`src/rtl/multu_hilo_seq_if.sv`:
```
// multu_hilo_seq_if: request/response bundle between the core and the HI/LO multiply unit
interface multu_hilo_seq_if #(
  parameter int WIDTH = 32
);
  logic             start;
  logic [5:0]       ctl;
  logic [WIDTH-1:0] a;
  logic [WIDTH-1:0] b;
  logic             busy;
  logic             done;
  logic             rd_stall;
  logic [WIDTH-1:0] result;
  logic [WIDTH-1:0] hi;
  logic [WIDTH-1:0] lo;
  modport master (
    output start, ctl, a, b,
    input  busy, done, rd_stall, result, hi, lo
  );
  modport slave (
    input  start, ctl, a, b,
    output busy, done, rd_stall, result, hi, lo
  );
endinterface

```
`src/rtl/multu_hilo_seq.sv`:
```
// multu_hilo_seq: WIDTH-cycle shift-add unsigned multiplier into HI/LO with MFHI/MFLO reads.
// Define MULTU_MTHILO_EN to add the MTHI/MTLO register writes.
module multu_hilo_seq #(
  parameter int WIDTH = 32
) (
  input  logic                 clk,
  input  logic                 rst_n,
  multu_hilo_seq_if.slave      bus
);
  localparam int CW = (WIDTH > 1) ? $clog2(WIDTH) : 1;
  localparam logic [5:0] MULTU = 6'd25;
  localparam logic [5:0] MFHI  = 6'b010000;
  localparam logic [5:0] MFLO  = 6'b010010;
`ifdef MULTU_MTHILO_EN
  localparam logic [5:0] MTHI  = 6'b010001;
  localparam logic [5:0] MTLO  = 6'b010011;
`endif
  localparam logic [1:0] IDLE = 2'd0;
  localparam logic [1:0] RUN  = 2'd1;
  localparam logic [1:0] DONE = 2'd2;
  logic [1:0]       state;
  logic [WIDTH-1:0] hi, lo, mcand;
  logic [CW-1:0]    count;
  logic [WIDTH:0]   sum;
  logic             ready, accept;
  assign ready  = state != RUN;
  assign accept = ready && bus.start && bus.ctl == MULTU;
  // carry out of the add becomes the new HI MSB as {hi,lo} shifts right
  assign sum = {1'b0, hi} + (lo[0] ? {1'b0, mcand} : '0);
  always_ff @(posedge clk or negedge rst_n) begin
    if (!rst_n) begin
      state <= IDLE;
      hi    <= '0;
      lo    <= '0;
      mcand <= '0;
      count <= '0;
    end else if (accept) begin
      mcand <= bus.a;
      hi    <= '0;
      lo    <= bus.b;
      count <= '0;
      state <= RUN;
`ifdef MULTU_MTHILO_EN
    end else if (ready && bus.start && bus.ctl == MTHI) begin
      hi    <= bus.a;
      state <= IDLE;
    end else if (ready && bus.start && bus.ctl == MTLO) begin
      lo    <= bus.a;
      state <= IDLE;
`endif
    end else if (state == RUN) begin
      {hi, lo} <= {sum, lo[WIDTH-1:1]};
      count    <= count + 1'b1;
      state    <= (count == CW'(WIDTH - 1)) ? DONE : RUN;
    end else if (state == DONE) begin
      state <= IDLE;
    end
  end
  assign bus.busy     = state == RUN;
  assign bus.done     = state == DONE;
  assign bus.rd_stall = bus.busy && (bus.ctl == MFHI || bus.ctl == MFLO);
  assign bus.result   = (bus.ctl == MFHI) ? hi : (bus.ctl == MFLO) ? lo : '0;
  assign bus.hi       = hi;
  assign bus.lo       = lo;
endmodule

```
`src/flat_wrapper.sv`:
```
// flat-port wrapper written by rule: the top's interface ports become plain ports
module multu_hilo_seq_flat 
#(
  parameter int WIDTH = 32
)
  (clk, rst_n, bus_start, bus_ctl, bus_a, bus_b, bus_busy, bus_done, bus_rd_stall, bus_result, bus_hi, bus_lo);
  multu_hilo_seq_if #(.WIDTH(WIDTH)) bus_i ();
  input  logic clk;
  input  logic rst_n;
  input wire logic [$bits(bus_i.start)-1:0] bus_start;
  input wire logic [$bits(bus_i.ctl)-1:0] bus_ctl;
  input wire logic [$bits(bus_i.a)-1:0] bus_a;
  input wire logic [$bits(bus_i.b)-1:0] bus_b;
  output wire logic [$bits(bus_i.busy)-1:0] bus_busy;
  output wire logic [$bits(bus_i.done)-1:0] bus_done;
  output wire logic [$bits(bus_i.rd_stall)-1:0] bus_rd_stall;
  output wire logic [$bits(bus_i.result)-1:0] bus_result;
  output wire logic [$bits(bus_i.hi)-1:0] bus_hi;
  output wire logic [$bits(bus_i.lo)-1:0] bus_lo;
  assign bus_i.start = bus_start;
  assign bus_i.ctl = bus_ctl;
  assign bus_i.a = bus_a;
  assign bus_i.b = bus_b;
  assign bus_busy = bus_i.busy;
  assign bus_done = bus_i.done;
  assign bus_rd_stall = bus_i.rd_stall;
  assign bus_result = bus_i.result;
  assign bus_hi = bus_i.hi;
  assign bus_lo = bus_i.lo;
  multu_hilo_seq #(.WIDTH(WIDTH)) u_core (.clk(clk), .rst_n(rst_n), .bus(bus_i));
endmodule
```
`config.mk`:
```
export PLATFORM = sky130hd
export DESIGN_NAME = multu_hilo_seq_flat
export DESIGN_NICKNAME = d
export VERILOG_FILES = /design/src/rtl/multu_hilo_seq_if.sv /design/src/rtl/multu_hilo_seq.sv /design/src/flat_wrapper.sv
export SDC_FILE = /design/constraint.sdc
export NUM_CORES = 1
export LEC_CHECK = 0
export CAP_MARGIN = 10
export CORE_MARGIN = 2
export CORE_UTILIZATION = 25
export DETAILED_ROUTE_END_ITERATION = 8
export GPL_ROUTABILITY_DRIVEN = 0
export HOLD_SLACK_MARGIN = 0.05
export PLACE_DENSITY = 0.56
export SYNTH_ARGS = -nofsm -noshare
export SYNTH_HDL_FRONTEND = slang
export SYNTH_SLANG_ARGS = --single-unit
```
`constraint.sdc`:
```
create_clock -name clk -period 5.41 [get_ports clk]
set_input_delay 1.082 -clock clk [delete_from_list [all_inputs] [get_ports clk]]
set_output_delay 1.082 -clock clk [all_outputs]
set_load 0.03 [all_outputs]
```
==> flow_metrics.tcl, run 1 <==
set metrics [dict create \
    synth_edf_count 0 \
    period_share_pct 78.4 \
    clk_path_buf_depth 2 \
    start_kind "input port" \
    relSlewSlack_pct 31.9 \
    grt_util_all_layers_pct 14.8 \
    path_class "in -> out" \
    hold_ws_ns 0.477 \
    drc 0 \
    grt_pass1_vias 5526 \
    drv_cap 0 \
    die_height_um 165 \
    numPortBuffers 171 \
    syn_nets 809 \
    crit_slowest_cell "clkdlybuf4s50_1" \
    dp.cells 1173 \
    drive_gt1_share_pct 7.49 \
    cts_tree "yes" \
    worstPathMaxFanout 33 \
    maxSlewViolCount 0 \
    synthArstFlopShare_pct 100 \
    cts.clk_slew.worst_paths_ns 0.07 \
    power_density_nw_per_um2 419 \
    overflow 0 \
    tightest_slew_ns 1.02 \
    layout_min_cycle_time_ns 4.24 \
    cts_setup_buffers 0 \
    path_cells "clkdlybuf4s50_1, nor2_1, nand2_1, or3_1, buf_4, nor2_1, clkdlybuf4s50_1" \
    n_antenna_cell 0 \
    cp.arrival_ns 3.16 \
    rsz0062_at_grt "false" \
    fin_cells 1189 \
    num_rows 59 \
    nets 957 \
    critPathMaxStageDelay_ns 0.69 \
    htreeDepth 3 \
    dieArea_um2 27300 \
    ys_warn_count 0 \
    critPathTopFamily "buffers and inverters" \
    syn_area_um2 6500 \
    start_util_pct 25.2 \
    crit_buf_inv 3 \
    synthFlopType "dfrtp_1" \
    core_area_um2 25800 \
    fmax_mhz 236 \
    worstHoldPathType "reg -> reg" \
    yosysSeqAreaShare_pct 39.6 \
    crit_required_ns 4.33 \
    cp-end-kind "output pin" \
    first_iter_violations 256 \
    final.setup.tns_ns 0 \
    synth.largest_area_cell "dfrtp_1" \
    setup_viol 0 \
    mostFrequentLayoutCells "clkdlybuf4s50_1 (169), dfrtp_1 (103), nand2_1 (85)" \
    hpwl_mm 15.2 \
    ant_nets 0 \
    antenna_found_initial 0 \
    syn_inst 701 \
    synth_cell_types 53 \
    drt-total-wl_mm 20.1 \
    final_common_cell "clkdlybuf4s50_1" \
    die_x_um 165 \
    clock_sinks 103 \
    routedWlPerCell_um 16.9 \
    num_vias 5638 \
    insertion_delay_ns 0.36 \
    synth.area.top_cells "dfrtp_1 (40%), mux2i_1 (10%), ha_1 (6.5%), nand2_1 (4.9%), o21ai_0 (4.8%)" \
    ir_worst_vdd_v 0.000181 \
    routed_via_density 4.74 \
    cts_buffers 9 \
    avgSynthCellArea_um2 9.28 \
    synth_top_area_share_pct 39.6 \
    ctsHoldBuffers 0 \
    root_buffer "clkbuf_16" \
    first_pass_iters 5 \
    outcome "complete, no violations" \
    cts_resized 0 \
    grt_max_degree 80 \
    skew_ns 0.0107 \
    p_leak_uw 0.00371 \
    hold_violations 0 \
    pin_count 172 \
    syn_to_final_growth_pct 36.4 \
    ys_ff_latch 103 \
    grt_pass1_wl_mm 31.0 \
]
## synth_stat cells, drive strengths merged, types with 5 or more instances
cell    instances
a211oi          7
a21o            9
a21oi          38
a22o            5
a31oi           6
and2           34
buf             9
clkbuf         33
dfrtp         103
ha             34
inv             9
mux2           32
mux2i          66
nand2          85
nand3           6
nand4          12
nor2           53
nor3           12
o21ai          78
o22ai           5
or3             5
xnor2          11
xor2           16
## registers in the layout, indices dropped and copies added (netlist names)
| signal | cells |
|---|---|
| u_core.count | 5 |
| u_core.state | 2 |
| u_core.bus.lo | 32 |
| u_core.mcand | 32 |
| u_core.bus.hi | 32 |
## metrics by stage
stage               setup slack, ns  util (%)  total power (µW)  area, µm²
global placement               1.21      33.0              3010       8540
global route                   1.03      34.3              3960       8870
floorplan                      2.01         -              2250       6500
finish                         1.17      34.3              3720       8870
CTS                            1.15      34.3              3770       8870
detailed placement             1.15      33.0              3020       8540
## cell type report
cell class                 count  area [µm²]
clock buffer                  10         239
clock inverter                 6        93.8
fill                        2649       17000
inverter                       9        33.8
multi-input combinational    547        3740
sequential                   103        2580
tap                          335         419
timing repair buffer         179        1760
## report_power, final
part	leakage (µW)	switching, µW	internal [µW]
sequential	0.00137	323	998
clock	0.000159	311	421
combinational	0.00218	970	696
## layer usage
layer	vias up	global-route usage, %	share of wire [%]
li1	2799	-	-
met1	2690	20.3	48
met2	131	23.4	45
met3	18	2.72	5.2
met4	0	5.09	1.8
met5	-	0	0
## final timing paths
path                                          end             start  cells past startpoint  slack [ns]
worst min-delay path              u_core.count[3]   u_core.count[3]                      1        0.48
min in group asynchronous        u_core.mcand[12]             rst_n                      1        0.83
max in group asynchronous         u_core.mcand[0]             rst_n                      2        3.53
worst max register to register  u_core.bus.hi[27]  u_core.bus.lo[0]                     10        1.87
worst max-delay path               bus_result[16]        bus_ctl[2]                      7        1.17
worst min register to register    u_core.count[3]   u_core.count[3]                      1        0.48
## cells by family after synthesis
| kind of cell | Yosys count | share of synthesized area (%) |
|---|---|---|
| buffers and inverters | 51 | 3.06 |
| AOI/OAI and AO/OA | 166 | 15.4 |
| xor gates and xnor gates | 27 | 3.64 |
| adders and majority gates | 35 | 6.85 |
| and+or+nand+nor | 221 | 15.7 |
| DFF | 103 | 39.6 |
| muxes | 98 | 15.7 |
Power figures use the tool's default switching activity.
==> run 2, diff against run 1 <==
--- a/config.mk
+++ b/config.mk
@@ -11,7 +11,7 @@
 export DETAILED_ROUTE_END_ITERATION = 8
 export GPL_ROUTABILITY_DRIVEN = 0
 export HOLD_SLACK_MARGIN = 0.05
-export PLACE_DENSITY = 0.56
+export PLACE_DENSITY = 0.57
 export SYNTH_ARGS = -nofsm -noshare
 export SYNTH_HDL_FRONTEND = slang
 export SYNTH_SLANG_ARGS = --single-unit
==> constraint.sdc (replaced) <==
create_clock -name clk -period 3.8 [get_ports clk]
set_input_delay 0.76 -clock clk [delete_from_list [all_inputs] [get_ports clk]]
set_output_delay 0.76 -clock clk [all_outputs]
set_load 0.03 [all_outputs]
==> run 2 against run 1 <==
Against the previous run: combinational power grew 44%; highest routed layer unchanged; critical endpoint is now bus_result[17]; via count grew 0.59%; sequential cell count is the same; largest power group unchanged; core utilization is essentially flat; sequential power grew 42%; critical path depth is the same; cell area is essentially flat; first-iteration DRC count grew 21%; setup slack lost 0.50 ns; total power grew 41%; register-to-register slack lost 1.1 ns; global-route usage is essentially flat; critical path type unchanged.
==> flow_metrics.tcl, run 2 (synthesis gave the netlist of run 1 again) <==
set metrics [dict create \
    num_rows 59 \
    final.setup.tns_ns 0 \
    rsz0062_at_grt "false" \
    clk_path_buf_depth 2 \
    power_density_nw_per_um2 592 \
    relSlewSlack_pct 40.6 \
    grt_util_all_layers_pct 14.8 \
    p_leak_uw 0.00380 \
    final_common_cell "clkdlybuf4s50_1" \
    root_buffer "clkbuf_16" \
    drt-total-wl_mm 20.4 \
    num_vias 5671 \
    core_area_um2 25800 \
    drv_cap 0 \
    dieArea_um2 27300 \
    critPathLaunch "bus_ctl[2]" \
    grt_pass1_vias 5414 \
    grt_pass1_wl_mm 31.2 \
    drive_gt1_share_pct 11.8 \
    largestRegisters "u_core.bus.hi x32, u_core.bus.lo x32, u_core.mcand x32" \
    mostFrequentLayoutCells "clkdlybuf4s50_1 (136), dfrtp_1 (103), nand2_1 (85)" \
    maxSlewViolCount 0 \
    critPathMaxStageDelay_ns 0.40 \
    path_cells "clkdlybuf4s50_1, nor2_1, nand2_1, or3_1, buf_4, nor2_1, buf_12" \
    critPathTopFamily "buffers and inverters" \
    nets 961 \
    numPortBuffers 171 \
    skew_ns 0.0107 \
    hold_ws_ns 0.410 \
    hold_violations 0 \
    crit_buf_inv 3 \
    fmax_mhz 319 \
    n_antenna_cell 0 \
    first_pass_iters 5 \
    ctsHoldBuffers 0 \
    postPlaceCellArea_um2 8540 \
    drc 0 \
    clock_sinks 103 \
    cts_setup_buffers 0 \
    cts_buffers 9 \
    start_util_pct 25.2 \
    cp-end-kind "output pin" \
    crit_required_ns 3.04 \
    cp.arrival_ns 2.37 \
    die_height_um 165 \
    pin_count 172 \
    crit_slowest_cell "clkdlybuf4s50_1" \
    ant_nets 0 \
    setup_viol 0 \
    routed_via_density 4.75 \
    worstPathMaxFanout 33 \
    die_x_um 165 \
    cp_common_cell "nor2_1" \
    htreeDepth 3 \
    layout_min_cycle_time_ns 3.13 \
    design_area_um2 8870 \
    syn_to_final_growth_pct 36.3 \
    start_kind "input port" \
    routedWlPerCell_um 17.1 \
    outcome "complete, no violations" \
    worstHoldPathType "in -> async" \
    insertion_delay_ns 0.36 \
    path_class "in -> out" \
    ir_worst_vdd_v 0.000202 \
    antenna_found_initial 0 \
    cts.clk_slew.worst_paths_ns 0.07 \
    cts_tree "yes" \
    grt_max_degree 82 \
    tightest_slew_ns 0.892 \
    cts_resized 0 \
    overflow 0 \
    hpwl_mm 15.5 \
    first_iter_violations 309 \
    period_share_pct 82.5 \
    fillers 2673 \
    crit-reg2reg-launch "u_core.bus.lo[0]" \
]
==> run 2: cell types whose count changed in the layout (fill, tap and decap cells not counted) <==
cell | before | now
clkdlybuf4s50_1 | 169 | 136
buf_4 | 9 | 40
buf_12 | 0 | 6
inv_6 | 0 | 2
bufinv_16 | 2 | 1
clkbuf_8 | 1 | 0
==> run 2: final cells by class <==
| class | instances | area (µm²) | area share (%) |
|---|---|---|---|
| well taps | 335 | 419 | 4.73 |
| inverters | 9 | 33.8 | 0.381 |
| multi-input cells | 547 | 3740 | 42.2 |
| clock inverters | 7 | 81.3 | 0.917 |
| clock buffers | 9 | 225 | 2.54 |
| repair buffers | 183 | 1790 | 20.1 |
| flip-flops and latches | 103 | 2580 | 29.1 |
==> run 2: metrics by stage <==
stage               cells  total power (µW)  util [%]  setup slack, ns
global route         1193              5590      34.3            0.546
finish               1193              5250      34.3            0.666
detailed placement   1176              4320      33.1            0.667
CTS                  1192              5310      34.2            0.659
floorplan             701              3210         -            0.982
global placement     1176              4310      33.1            0.680
==> run 2: final timing paths <==
path / depth (start not counted) / slack [ns] / endpoint
worst max register to register: 9 / 0.73 / u_core.bus.hi[26]
worst max-delay path: 7 / 0.67 / bus_result[17]
max in group asynchronous: 3 / 2.55 / u_core.bus.lo[26]
min in group clk: 1 / 0.48 / u_core.mcand[22]
worst min register to register: 1 / 0.48 / u_core.mcand[22]
worst min-delay path: 1 / 0.41 / u_core.mcand[11]
==> run 2: power by group <==
| part | switching [µW] | internal, µW |
|---|---|---|
| sequential | 451 | 1420 |
| clock | 455 | 520 |
| combinational | 1400 | 1000 |
==> run 2: per-layer routing <==
metal / GRT usage, % / share of wire, % / up-vias
li1: - / - / 2804
met1: 20.8 / 48 / 2718
met2: 23.4 / 46 / 133
met3: 2.45 / 4.5 / 16
met4: 4.43 / 1.5 / 0
met5: 0 / 0 / -
==> run 3, diff against run 2 <==
==> constraint.sdc (replaced) <==
create_clock -name clk -period 2.84 [get_ports clk]
set_input_delay 0.568 -clock clk [delete_from_list [all_inputs] [get_ports clk]]
set_output_delay 0.568 -clock clk [all_outputs]
set_load 0.03 [all_outputs]
==> run 3 against run 2 <==
Against the previous run: count of clock-buffer cells in the layout up 1; cell area up 5.2%; final cell count up 2.9%; sequential cell count unchanged; register-to-register slack worse by 0.64 ns; sequential power up 32%; critical endpoint is now u_core.bus.hi[26]; largest power group unchanged; highest routed layer unchanged.
==> flow_metrics.tcl, run 3 (synthesis gave the netlist of run 1 again) <==
set metrics [dict create \
    outcome "complete, no violations" \
    grt_pass1_wl_mm 32.3 \
    path_class "reg -> reg" \
    switching_share_pct 43.9 \
    ir_worst_vdd_v 0.000303 \
    nets 996 \
    start_kind "register" \
    numPortBuffers 171 \
    clk_path_buf_depth 2 \
    period_share_pct 96.7 \
    design_area_um2 9320 \
    hold_ws_ns 0.218 \
    fmax_mhz 364 \
    ant_nets 0 \
    path_cells "buf_6, and2_1, ha_4, a21o_1, a31oi_4, a21oi_2, o311ai_2, a31oi_1, or3_1, a32o_1" \
    skew_ns 0.00912 \
    power.internal_uw 4110 \
    grt_util_all_layers_pct 15.5 \
    hpwl_mm 16.1 \
    drc 0 \
    crit_buf_inv 1 \
    cts_buffers 9 \
    cp-end-kind "register" \
    hold_violations 0 \
    pwr-share-clk_pct 17.0 \
    num_vias 5956 \
    syn_to_final_growth_pct 43.3 \
    die_height_um 165 \
    tightest_slew_ns 0.947 \
    drt-total-wl_mm 21.9 \
    drv_cap 0 \
    first_pass_iters 5 \
    drive_gt1_share_pct 17.9 \
    combPwrFrac_pct 49.3 \
    core_area_um2 25800 \
    first_iter_violations 357 \
    p_leak_uw 0.00400 \
    antenna_found_initial 0 \
    layout_min_cycle_time_ns 2.75 \
    cts_tree "yes" \
    wl_met3_mm 1.32 \
    crit-reg2reg-launch "u_core.bus.lo[0]" \
    routed_via_density 4.85 \
    dieArea_um2 27300 \
    p_seq_share_pct 33.7 \
    top_layer_used "met4" \
    relSlewSlack_pct 36.8 \
    routed-wl-met2_mm 9.96 \
    insertion_delay_ns 0.36 \
    maxSlewViolCount 0 \
    critPathLaunch "u_core.bus.lo[0]" \
    drt-met1-wl_mm 10.1 \
    routedWlPerCell_um 17.8 \
    cts.clk_slew.worst_paths_ns 0.08 \
    final_common_cell "clkdlybuf4s50_1" \
    critPathMaxStageDelay_ns 0.39 \
    p_switching_uw 3220 \
    start_util_pct 25.2 \
    pin_count 172 \
    n_antenna_cell 0 \
    power_density_nw_per_um2 786 \
    crit_required_ns 3.09 \
    critPathTopFamily "compound AO/OA/AOI/OAI gates" \
    htreeDepth 3 \
    root_buffer "clkbuf_16" \
    worstPathMaxFanout 7 \
    largestRegisters "u_core.bus.hi x32, u_core.bus.lo x32, u_core.mcand x32" \
    overflow 0 \
    crit_slowest_cell "dfrtp_1" \
    worstHoldPathType "in -> async" \
    final.setup.tns_ns 0 \
    postPlaceCellArea_um2 8800 \
    grt_pass1_vias 5627 \
    clock_sinks 103 \
    mostFrequentLayoutCells "clkdlybuf4s50_1 (135), dfrtp_1 (103), nand2_1 (85)" \
    grt_max_degree 46 \
    num_rows 59 \
    cp.arrival_ns 3.00 \
    die_x_um 165 \
    setup_viol 0 \
]
[run 3: power by group through the flow]
stage	logic (µW)	registers (µW)	clock network, µW
2_1_floorplan	1320	2970	0
3_3_place_gp	3490	2490	0
3_5_place_dp	3510	2490	0
4_1_cts	3520	2460	1280
5_1_grt	3920	2540	1340
6_report	3610	2470	1240
[run 3: path summary, 6_finish.rpt]
check	end	slack (ns)	cells past startpoint
max	u_core.bus.hi[26]	0.09	10
min	u_core.mcand[11]	0.22	1
max reg2reg	u_core.bus.hi[26]	0.09	10
min reg2reg	u_core.mcand[22]	0.48	1
max in group asynchronous	u_core.mcand[28]	1.86	2
min in group clk	u_core.mcand[22]	0.48	1
[run 3: worst register-to-register path, stage by stage (launching register included)]
cell,delay [ns]
dfrtp_1,0.39
buf_6,0.18
and2_1,0.20
ha_4,0.24
a21o_1,0.22
a31oi_4,0.18
a21oi_2,0.12
o311ai_2,0.35
a31oi_1,0.15
or3_1,0.36
a32o_1,0.25
[run 3: per-stage QoR]
step,instances,power (µW),utilization (%),worst slack (ns)
floorplan,701,4290,-,0.0223
detailed placement,1204,5990,34.1,0.0416
global route,1228,7810,36.1,-0.0580
global placement,1204,5980,34.1,0.102
CTS,1220,7270,35.2,0.0345
finish,1228,7330,36.1,0.0932
[run 3: routing by layer]
layer  vias up  GRT usage, %
met3        31          3.02
met4         0          4.27
li1       2875             -
met5         -             0
met1      2870          21.8
met2       180          24.3
[run 3: what timing repair did]
action | CTS | global route
resized for setup | 0 | 31
setup buffers | 0 | 6
hold buffers | 0 | 0
setup endpoints to repair | 0 | 15
[run 3: area by class of cell]
cell class	count	area [µm²]
multi-input combinational	547	3860
fill	2602	16500
inverter	9	33.8
timing repair buffer	218	2140
sequential	103	2580
clock inverter	6	51.3
clock buffer	10	239
tap	335	419
